$ cat src/rtl/conv_pkg.sv
// Shared constants and FSM state type for the convolution datapath
// (partial-sum accumulator and multiplier pool).
package conv_pkg;

    localparam int N      = 32;
    localparam int F      = 3;
    localparam int K      = 3;
    localparam int NF     = 3;
    localparam int P      = 1;
    localparam int S      = 1;
    localparam int W      = 64;
    localparam int OUT_SZ = (N - F + 2 * P) / S + 1;
    localparam int TAPS   = F * F * K;
    localparam int ACC_W  = W + 5;

    typedef enum logic [1:0] {
        IDLE,
        ACCUM,
        FLUSH,
        DONE
    } state_t;

    // Index width for a counter over 'depth' values, never narrower than 1 bit.
    function automatic int idx_w(input int depth);
        return (depth > 1) ? $clog2(depth) : 1;
    endfunction

endpackage

$ cat src/rtl/conv_out_slice.sv
// One-entry valid/ready holding register for the finished output pixel.
// A load always wins; the owner only loads when the slot is empty or draining.
module conv_out_slice #(
    parameter int DW = conv_pkg::ACC_W
) (
    input  logic          clk,
    input  logic          rstn,
    input  logic          load,
    input  logic [DW-1:0] d,
    output logic          valid,
    input  logic          ready,
    output logic [DW-1:0] q
);

    always_ff @(posedge clk or negedge rstn) begin
        if (!rstn) begin
            valid <= 1'b0;
            q     <= '0;
        end else if (load) begin
            valid <= 1'b1;
            q     <= d;
        end else if (valid && ready) begin
            valid <= 1'b0;
        end
    end

endmodule

$ cat src/rtl/conv_psum_accum.sv
// Accumulates TAPS signed products per output pixel and emits one sum per
// pixel in col/row/filter order over a full frame.
module conv_psum_accum #(
    parameter int  W      = conv_pkg::W,
    parameter int  F      = conv_pkg::F,
    parameter int  K      = conv_pkg::K,
    parameter int  NF     = conv_pkg::NF,
    parameter int  OUT_SZ = conv_pkg::OUT_SZ,
    localparam int TAPS   = F * F * K,
    localparam int ACC_W  = W + 5,
    localparam int CW     = conv_pkg::idx_w(OUT_SZ),
    localparam int FW     = conv_pkg::idx_w(NF)
) (
    input  logic                    clk,
    input  logic                    rstn,
    input  logic                    start,
    output logic                    busy,
    output logic                    done,
    input  logic                    prod_valid,
    output logic                    prod_ready,
    input  logic signed [W-1:0]     prod_data,
    output logic                    acc_valid,
    input  logic                    acc_ready,
    output logic signed [ACC_W-1:0] acc_data,
    output logic [CW-1:0]           acc_row,
    output logic [CW-1:0]           acc_col,
    output logic [FW-1:0]           acc_filt
);

    import conv_pkg::*;

    localparam int              TW        = idx_w(TAPS);
    localparam int              SW        = FW + 2 * CW + ACC_W;
    localparam logic [TW-1:0]   LAST_TAP  = TW'(TAPS - 1);
    localparam logic [CW-1:0]   LAST_POS  = CW'(OUT_SZ - 1);
    localparam logic [FW-1:0]   LAST_FILT = FW'(NF - 1);

    state_t                  state, state_next;
    logic signed [ACC_W-1:0] sum;
    logic signed [ACC_W-1:0] prod_ext;
    logic signed [ACC_W-1:0] sum_final;
    logic [TW-1:0]           tap_cnt;
    logic [CW-1:0]           row, col;
    logic [FW-1:0]           filt;
    logic                    prod_hs, last_tap, last_pixel, frame_start;
    logic [SW-1:0]           slice_d, slice_q;

    assign prod_ext    = {{(ACC_W - W){prod_data[W-1]}}, prod_data};
    assign sum_final   = sum + prod_ext;
    assign prod_ready  = (state == ACCUM) && (!acc_valid || acc_ready);
    assign prod_hs     = prod_valid && prod_ready;
    assign last_tap    = (tap_cnt == LAST_TAP);
    assign last_pixel  = (col == LAST_POS) && (row == LAST_POS) && (filt == LAST_FILT);
    assign frame_start = (state == IDLE) && start;
    assign busy        = (state != IDLE);
    assign done        = (state == DONE);

    always_ff @(posedge clk or negedge rstn) begin
        if (!rstn) state <= IDLE;
        else       state <= state_next;
    end

    always_comb begin
        state_next = state;
        case (state)
            IDLE:    if (start) state_next = ACCUM;
            ACCUM:   if (prod_hs && last_tap && last_pixel) state_next = FLUSH;
            FLUSH:   if (acc_valid && acc_ready) state_next = DONE;
            DONE:    state_next = IDLE;
            default: state_next = IDLE;
        endcase
    end

    // The final tap bypasses sum: it goes straight to the output slot while
    // the accumulator restarts for the next pixel in the same cycle.
    always_ff @(posedge clk or negedge rstn) begin
        if (!rstn) begin
            sum     <= '0;
            tap_cnt <= '0;
            row     <= '0;
            col     <= '0;
            filt    <= '0;
        end else if (frame_start) begin
            sum     <= '0;
            tap_cnt <= '0;
            row     <= '0;
            col     <= '0;
            filt    <= '0;
        end else if (prod_hs) begin
            if (last_tap) begin
                sum     <= '0;
                tap_cnt <= '0;
                if (col == LAST_POS) begin
                    col <= '0;
                    if (row == LAST_POS) begin
                        row  <= '0;
                        filt <= (filt == LAST_FILT) ? '0 : filt + FW'(1);
                    end else begin
                        row <= row + CW'(1);
                    end
                end else begin
                    col <= col + CW'(1);
                end
            end else begin
                sum     <= sum_final;
                tap_cnt <= tap_cnt + TW'(1);
            end
        end
    end

    assign slice_d = {filt, row, col, sum_final};

    conv_out_slice #(
        .DW (SW)
    ) u_out_slice (
        .clk   (clk),
        .rstn  (rstn),
        .load  (prod_hs && last_tap),
        .d     (slice_d),
        .valid (acc_valid),
        .ready (acc_ready),
        .q     (slice_q)
    );

    assign acc_data = slice_q[ACC_W-1:0];
    assign acc_col  = slice_q[ACC_W +: CW];
    assign acc_row  = slice_q[ACC_W + CW +: CW];
    assign acc_filt = slice_q[ACC_W + 2 * CW +: FW];

endmodule

$ cat config.mk
export PLATFORM = sky130hd
export DESIGN_NAME = conv_psum_accum
export DESIGN_NICKNAME = d
export VERILOG_FILES = /design/src/rtl/conv_pkg.sv /design/src/rtl/conv_out_slice.sv /design/src/rtl/conv_psum_accum.sv
export SDC_FILE = /design/constraint.sdc
export NUM_CORES = 1
export LEC_CHECK = 0
export ABC_AREA = 1
export BUFFER_PORTS_ARGS = -buffer_cell sky130_fd_sc_hd__clkbuf_2
export CORE_MARGIN = 8
export CORE_UTILIZATION = 30
export CTS_CLUSTER_DIAMETER = 50
export DETAILED_ROUTE_END_ITERATION = 6
export PLACE_DENSITY_LB_ADDON = 0.12
export SYNTH_ARGS = -nofsm -noshare
export SYNTH_HDL_FRONTEND = slang
export SYNTH_SLANG_ARGS = --single-unit
$ cat constraint.sdc
create_clock -name clk -period 3.68 [get_ports clk]
set_input_delay 1.104 -clock clk [delete_from_list [all_inputs] [get_ports clk]]
set_output_delay 1.104 -clock clk [all_outputs]
set_load 0.1 [all_outputs]
==> results of run 1 <==
## sequential cells by signal (all words and copies together) (netlist names)
signal,count
row,5
tap_cnt,5
u_out_slice.q,81
u_out_slice.valid,1
col,5
sum,69
state,2
filt,2
## cells in the mapped netlist (2+ instances only)
cell	instances	area (µm²)
nor4_2	2	25.0
nand2_4	2	22.5
a21o_1	2	15.0
xnor2_1	10	87.6
and2_1	4	25.0
o21bai_1	11	82.6
nand3_1	108	541
nor2_4	4	45.0
nand3b_1	27	203
o21ai_1	14	70.1
a21oi_2	3	26.3
nor4_1	2	12.5
nand4_1	9	56.3
o21a_1	3	22.5
inv_2	33	124
buf_2	14	70.1
dfrtp_1	170	4250
inv_1	237	890
ha_1	79	988
o21ai_0	55	275
a22o_1	15	131
nand2_2	20	125
nand2_1	751	2820
nor3b_1	2	15.0
xor2_1	22	193
a21oi_1	89	445
nand3_2	6	60.1
nor2_2	30	188
nor3_1	14	70.1
nor2_1	135	507
clkbuf_1	16	60.1
## logic make-up after synthesis
group	synth area share
DFF	0.340
adders and majority gates	0.0806
and+or+nand+nor	0.378
buffers and inverters	0.0923
AOI/OAI and AO/OA	0.0865
xor gates and xnor gates	0.0224
## final cells by class
class | count | area, µm²
fill | 4629 | 27000
multi-input combinational | 1424 | 7110
sequential | 170 | 4250
inverter | 271 | 1020
timing repair buffer | 168 | 912
tap | 539 | 674
clock buffer | 19 | 443
clock inverter | 13 | 176
## worst reg2reg max path, cell delays in order (launching register included)
cell and delay (ps):
dfrtp_1 350, ha_1 240, inv_1 80, fa_1 400, inv_1 100, nand3_1 80
nand3_2 150, nand2_1 90, nand2_2 150, nand2_1 70, nand2_1 180, nand2_1 100
nand2_2 150, nand2_1 140, nand2_1 90, nand2_1 60, nand3_1 90, nand2_1 60
## final timing paths
check | startpoint | endpoint | cells past startpoint
min | u_out_slice.q[69] | u_out_slice.q[69] | 2
max reg2reg | sum[0] | u_out_slice.q[48] | 17
max in group asynchronous | rstn | u_out_slice.q[69] | 2
max | acc_ready | prod_ready | 5
min in group asynchronous | rstn | u_out_slice.q[11] | 1
min reg2reg | u_out_slice.q[69] | u_out_slice.q[69] | 2
## metal layers
layer	part of all wire	GRT usage	wire, µm	up-vias
met4	0.017	0.0600	765	0
met2	0.45	0.307	20800	210
met5	0	0	0	-
met1	0.49	0.269	22800	5683
met3	0.039	0.0297	1790	41
li1	-	-	-	6245
## power groups by stage
stage	Clock, mW	Combinational [mW]	Sequential [mW]
after floorplan	0	3.61	3.10
after global placement	0	5.77	2.60
after detailed placement	0	5.78	2.60
after CTS	2.02	5.80	2.57
after global routing	2.08	6.43	2.63
final	1.95	5.78	2.58
## stage by stage
stage / instance area, µm² / power (mW) / setup slack [ps]
finish: 14600 / 10.3 / 626
global route: 14600 / 11.1 / 436
CTS: 14600 / 10.4 / 599
detailed placement: 14000 / 8.38 / 122
global placement: 14000 / 8.37 / 162
floorplan: 12500 / 6.71 / 873
==> results.toml, run 1 <==
[worst_setup_path]
required_ps = 2580
critPathKind = "primary input to primary output"
critPathBufInv = 3
critPathMaxFanout = 2
cp_top_family = "buffers and inverters"
cpMaxStageDelayCell = "clkbuf_2"
crit_top_cell = "clkbuf_2"
cp-start-kind = "primary input"
max_stage_delay_ps = 460
cp_cell_sequence = "clkbuf_2, inv_1, nand2_1, and2_2, clkbuf_2"
crit_arrival_ps = 1950
rrSetupSlack_ps = 1000
end_kind = "primary output"

[timing]
setup_tns_ps = 0
relSlewSlack = 0.467
fmax_mhz = 327
timing.hold.ws_ps = 472
hold_viol = 0
rsz0062_at_grt = "no"
finalSetupViolCount = 0
fin_crit_sh = 0.830
fin_crit_ps = 3050
slew_viol_final = 0
final.setup_skew_ps = 14.9
tightestPinTransition_ps = 799

[clocking]
insertion_delay_ps = 470
cts_resized = 0
cts_setup_buffers = 0
cts_sinks = 170
ctsHoldBuffers = 0
clockBufferDepth = 2
htreeDepth = 4
cts-buffers-inserted = 17
path_clk_slew_ps = 70
cts_tree = "yes"
cts-root-buf = "clkbuf_16"

[power_and_ir_drop]
p_comb_frac = 0.561
power.switching_mw = 5.32
p_clk_frac = 0.189
powerDensity_nw_per_um2 = 706
ir_drop_mv = 0.319
switching_share = 0.516
p_leak_nw = 8.17
p_int_mw = 4.99
seqPwrFrac = 0.250

[detailed_routing]
drt-pass1-iter-count = 5
via_count = 12179
drt_iter0_markers = 674
viasPerCell = 4.68
wl_per_cell_um = 17.7
drt-total-wl_um = 46200
drc = 0
ant_nets = 0

[die]
design.core.area_um2 = 41600
rows = 75
die-area_um2 = 48500
start_util = 0.301
fp.dieW_um = 220
pin_count = 154
dieHeight_um = 220

[placed_design]
port_buffers = 153
dp_hpwl_um = 38300
placedCellCount = 2572
gp_congestion = 0.996

[synthesis]
synth_flop_cell = "dfrtp_1"
async_reset_ff_frac = 1.00
yosysUniqueCellTypes = 38
synth.yosys.warnings = 0
syn_avg_cell_area_um2 = 6.60
seq_area_frac_synth = 0.340
synth_cells = 1896
syn-num-nets = 2045
synth.cell_area_um2 = 12500
ys_ff_latch = 170
synth_edf_count = 0

[status]
status = "complete, no violations"

[final_layout]
nNetsFinal = 2201
drive_above_1_share = 0.146
final_cell_mix = "nand2_1, inv_1, dfrtp_1"
area_growth_pct = 16.6
final_common_cell = "nand2_1"
postLayoutCoreUtil = 0.351
antenna_cells = 0
fin_cells = 2604

[min_path]
hold_class = "register to register"

[grt]
grt_use_total = 0.194
grt_first_pass_wirelength_um = 71700
overflow = 0
antenna_found_initial = 0
first_global_vias = 12371
grt_max_degree = 74

[flow_run]
maxCapViolations = 0
Note: power is estimated with default switching activity, not from simulation.
==> inputs of run 2 (changes only) <==
clock period = 2.73 ns   (was 3.68 ns; I/O delays follow)
==> results.toml, run 2 (synthesized netlist as in run 1, its figures left out) <==
[status]
status = "complete, no violations"

[placed_design]
dp_hpwl_um = 39900
gp_congestion = 0.927
place_area_um2 = 15500
port_buffers = 153

[final_layout]
nNetsFinal = 2404
regArea_um2 = 4250
postLayoutCoreUtil = 0.389
area_growth_pct = 29.1
top_register = "u_out_slice.q"
largest_register_ffs = 81
final_common_cell = "nand2_1"
multi_input_area_um2 = 7110
final_cell_area_um2 = 16200
top_regs = "u_out_slice.q x81, sum x69"
final_cell_mix = "nand2_1, inv_1, buf_4"
drive_above_1_share = 0.223
antenna_cells = 0
nFillCells = 4530

[die]
pin_count = 154
start_util = 0.301
dieHeight_um = 220
rows = 75
die-area_um2 = 48500
fp.dieW_um = 220
design.core.area_um2 = 41600

[min_path]
hold_class = "primary input to async pin"

[worst_setup_path]
crit_top_cell = "inv_1"
required_ps = 1910
cpMaxStageDelayCell = "clkbuf_2"
cp_cell_sequence = "inv_1, ha_1, inv_1, clkbuf_2"
critPathBufInv = 3
crit_arrival_ps = 1710
cp-start-kind = "register"
max_stage_delay_ps = 460
cp_top_family = "buffers and inverters"
critPathMaxFanout = 4
critPathKind = "register to primary output"
end_kind = "primary output"

[clocking]
cts_resized = 0
ctsHoldBuffers = 0
path_clk_slew_ps = 80
cts_tree = "yes"
htreeDepth = 4
cts-buffers-inserted = 17
cts-root-buf = "clkbuf_16"
cts_setup_buffers = 0
insertion_delay_ps = 470
clockBufferDepth = 2
cts_sinks = 170

[power_and_ir_drop]
ir_drop_mv = 0.516
p_leak_nw = 9.17
powerDensity_nw_per_um2 = 954

[grt]
overflow = 0
grt_first_pass_wirelength_um = 74700
grt_max_degree = 65
grt_use_total = 0.203
antenna_found_initial = 0
first_global_vias = 13073

[timing]
tightestPinTransition_ps = 573
hold_viol = 0
fin_crit_sh = 0.927
rsz0062_at_grt = "no"
final.setup_skew_ps = 12.8
finalSetupViolCount = 0
slew_viol_final = 0
fin_crit_ps = 2530
setup_tns_ps = 0
relSlewSlack = 0.619
fmax_mhz = 395

[flow_run]
maxCapViolations = 0

[detailed_routing]
via_count = 12915
drc = 0
wl_per_cell_um = 17.3
drt-total-wl_um = 48500
ant_nets = 0
drt-pass1-iter-count = 5
viasPerCell = 4.60
drt_iter0_markers = 727
## run 2: through the flow
step / hold slack, ps / total power, mW / setup slack, ps / instances
floorplan: 453 / 9.05 / 208 / 1896
global placement: 457 / 12.8 / -240 / 2775
detailed placement: 463 / 12.8 / -242 / 2775
CTS: 259 / 15.5 / 157 / 2807
global route: 280 / 16.6 / 23.5 / 2807
finish: 274 / 15.4 / 198 / 2807
## run 2: final cells by class
| cell class | count | area share |
|---|---|---|
| clock inverter | 13 | 0.00922 |
| sequential | 170 | 0.263 |
| clock buffer | 19 | 0.0280 |
| multi-input combinational | 1424 | 0.440 |
| tap | 539 | 0.0418 |
| inverter | 271 | 0.0631 |
| timing repair buffer | 371 | 0.154 |
## run 2: worst register-to-register path, cell delays in order (launching register included)
cell	delay, ps
dfrtp_1	410
ha_1	390
nand2_1	180
nor2_1	200
inv_2	60
nor2_1	230
inv_2	80
nor2_1	240
and2_1	180
nand2_1	100
nand2_1	100
nand2_1	60
nand3_1	70
nand2_1	60
## run 2: final timing paths
| check | start | endpoint | slack (ps) | depth (start not counted) |
|---|---|---|---|---|
| setup reg to reg | sum[44] | u_out_slice.q[59] | 260 | 13 |
| min in group clk | u_out_slice.q[69] | u_out_slice.q[69] | 480 | 2 |
| setup / recovery | state[0] | busy | 200 | 4 |
| hold reg to reg | u_out_slice.q[69] | u_out_slice.q[69] | 480 | 2 |
| hold / removal | rstn | sum[11] | 270 | 1 |
| max in group asynchronous | rstn | sum[58] | 1840 | 2 |
## run 2: report_power, final
part | internal, mW | total [mW] | leakage [nW] | switching (mW)
combinational | 3.43 | 9.33 | 6.61 | 5.91
clock | 1.35 | 2.59 | 0.299 | 1.25
sequential | 3.10 | 3.49 | 2.26 | 0.387
total | 7.87 | 15.4 | 9.17 | 7.54
## run 2: per-layer routing
metal  GRT usage  vias to the layer above  part of all wire  routed length, µm
met5           0                        -                 0                  0
met4      0.0571                        0             0.020                971
met3      0.0308                       44             0.037               1780
met2       0.326                      244              0.45              21600
met1       0.282                     5978              0.50              24100
li1            -                     6649                 -                  -
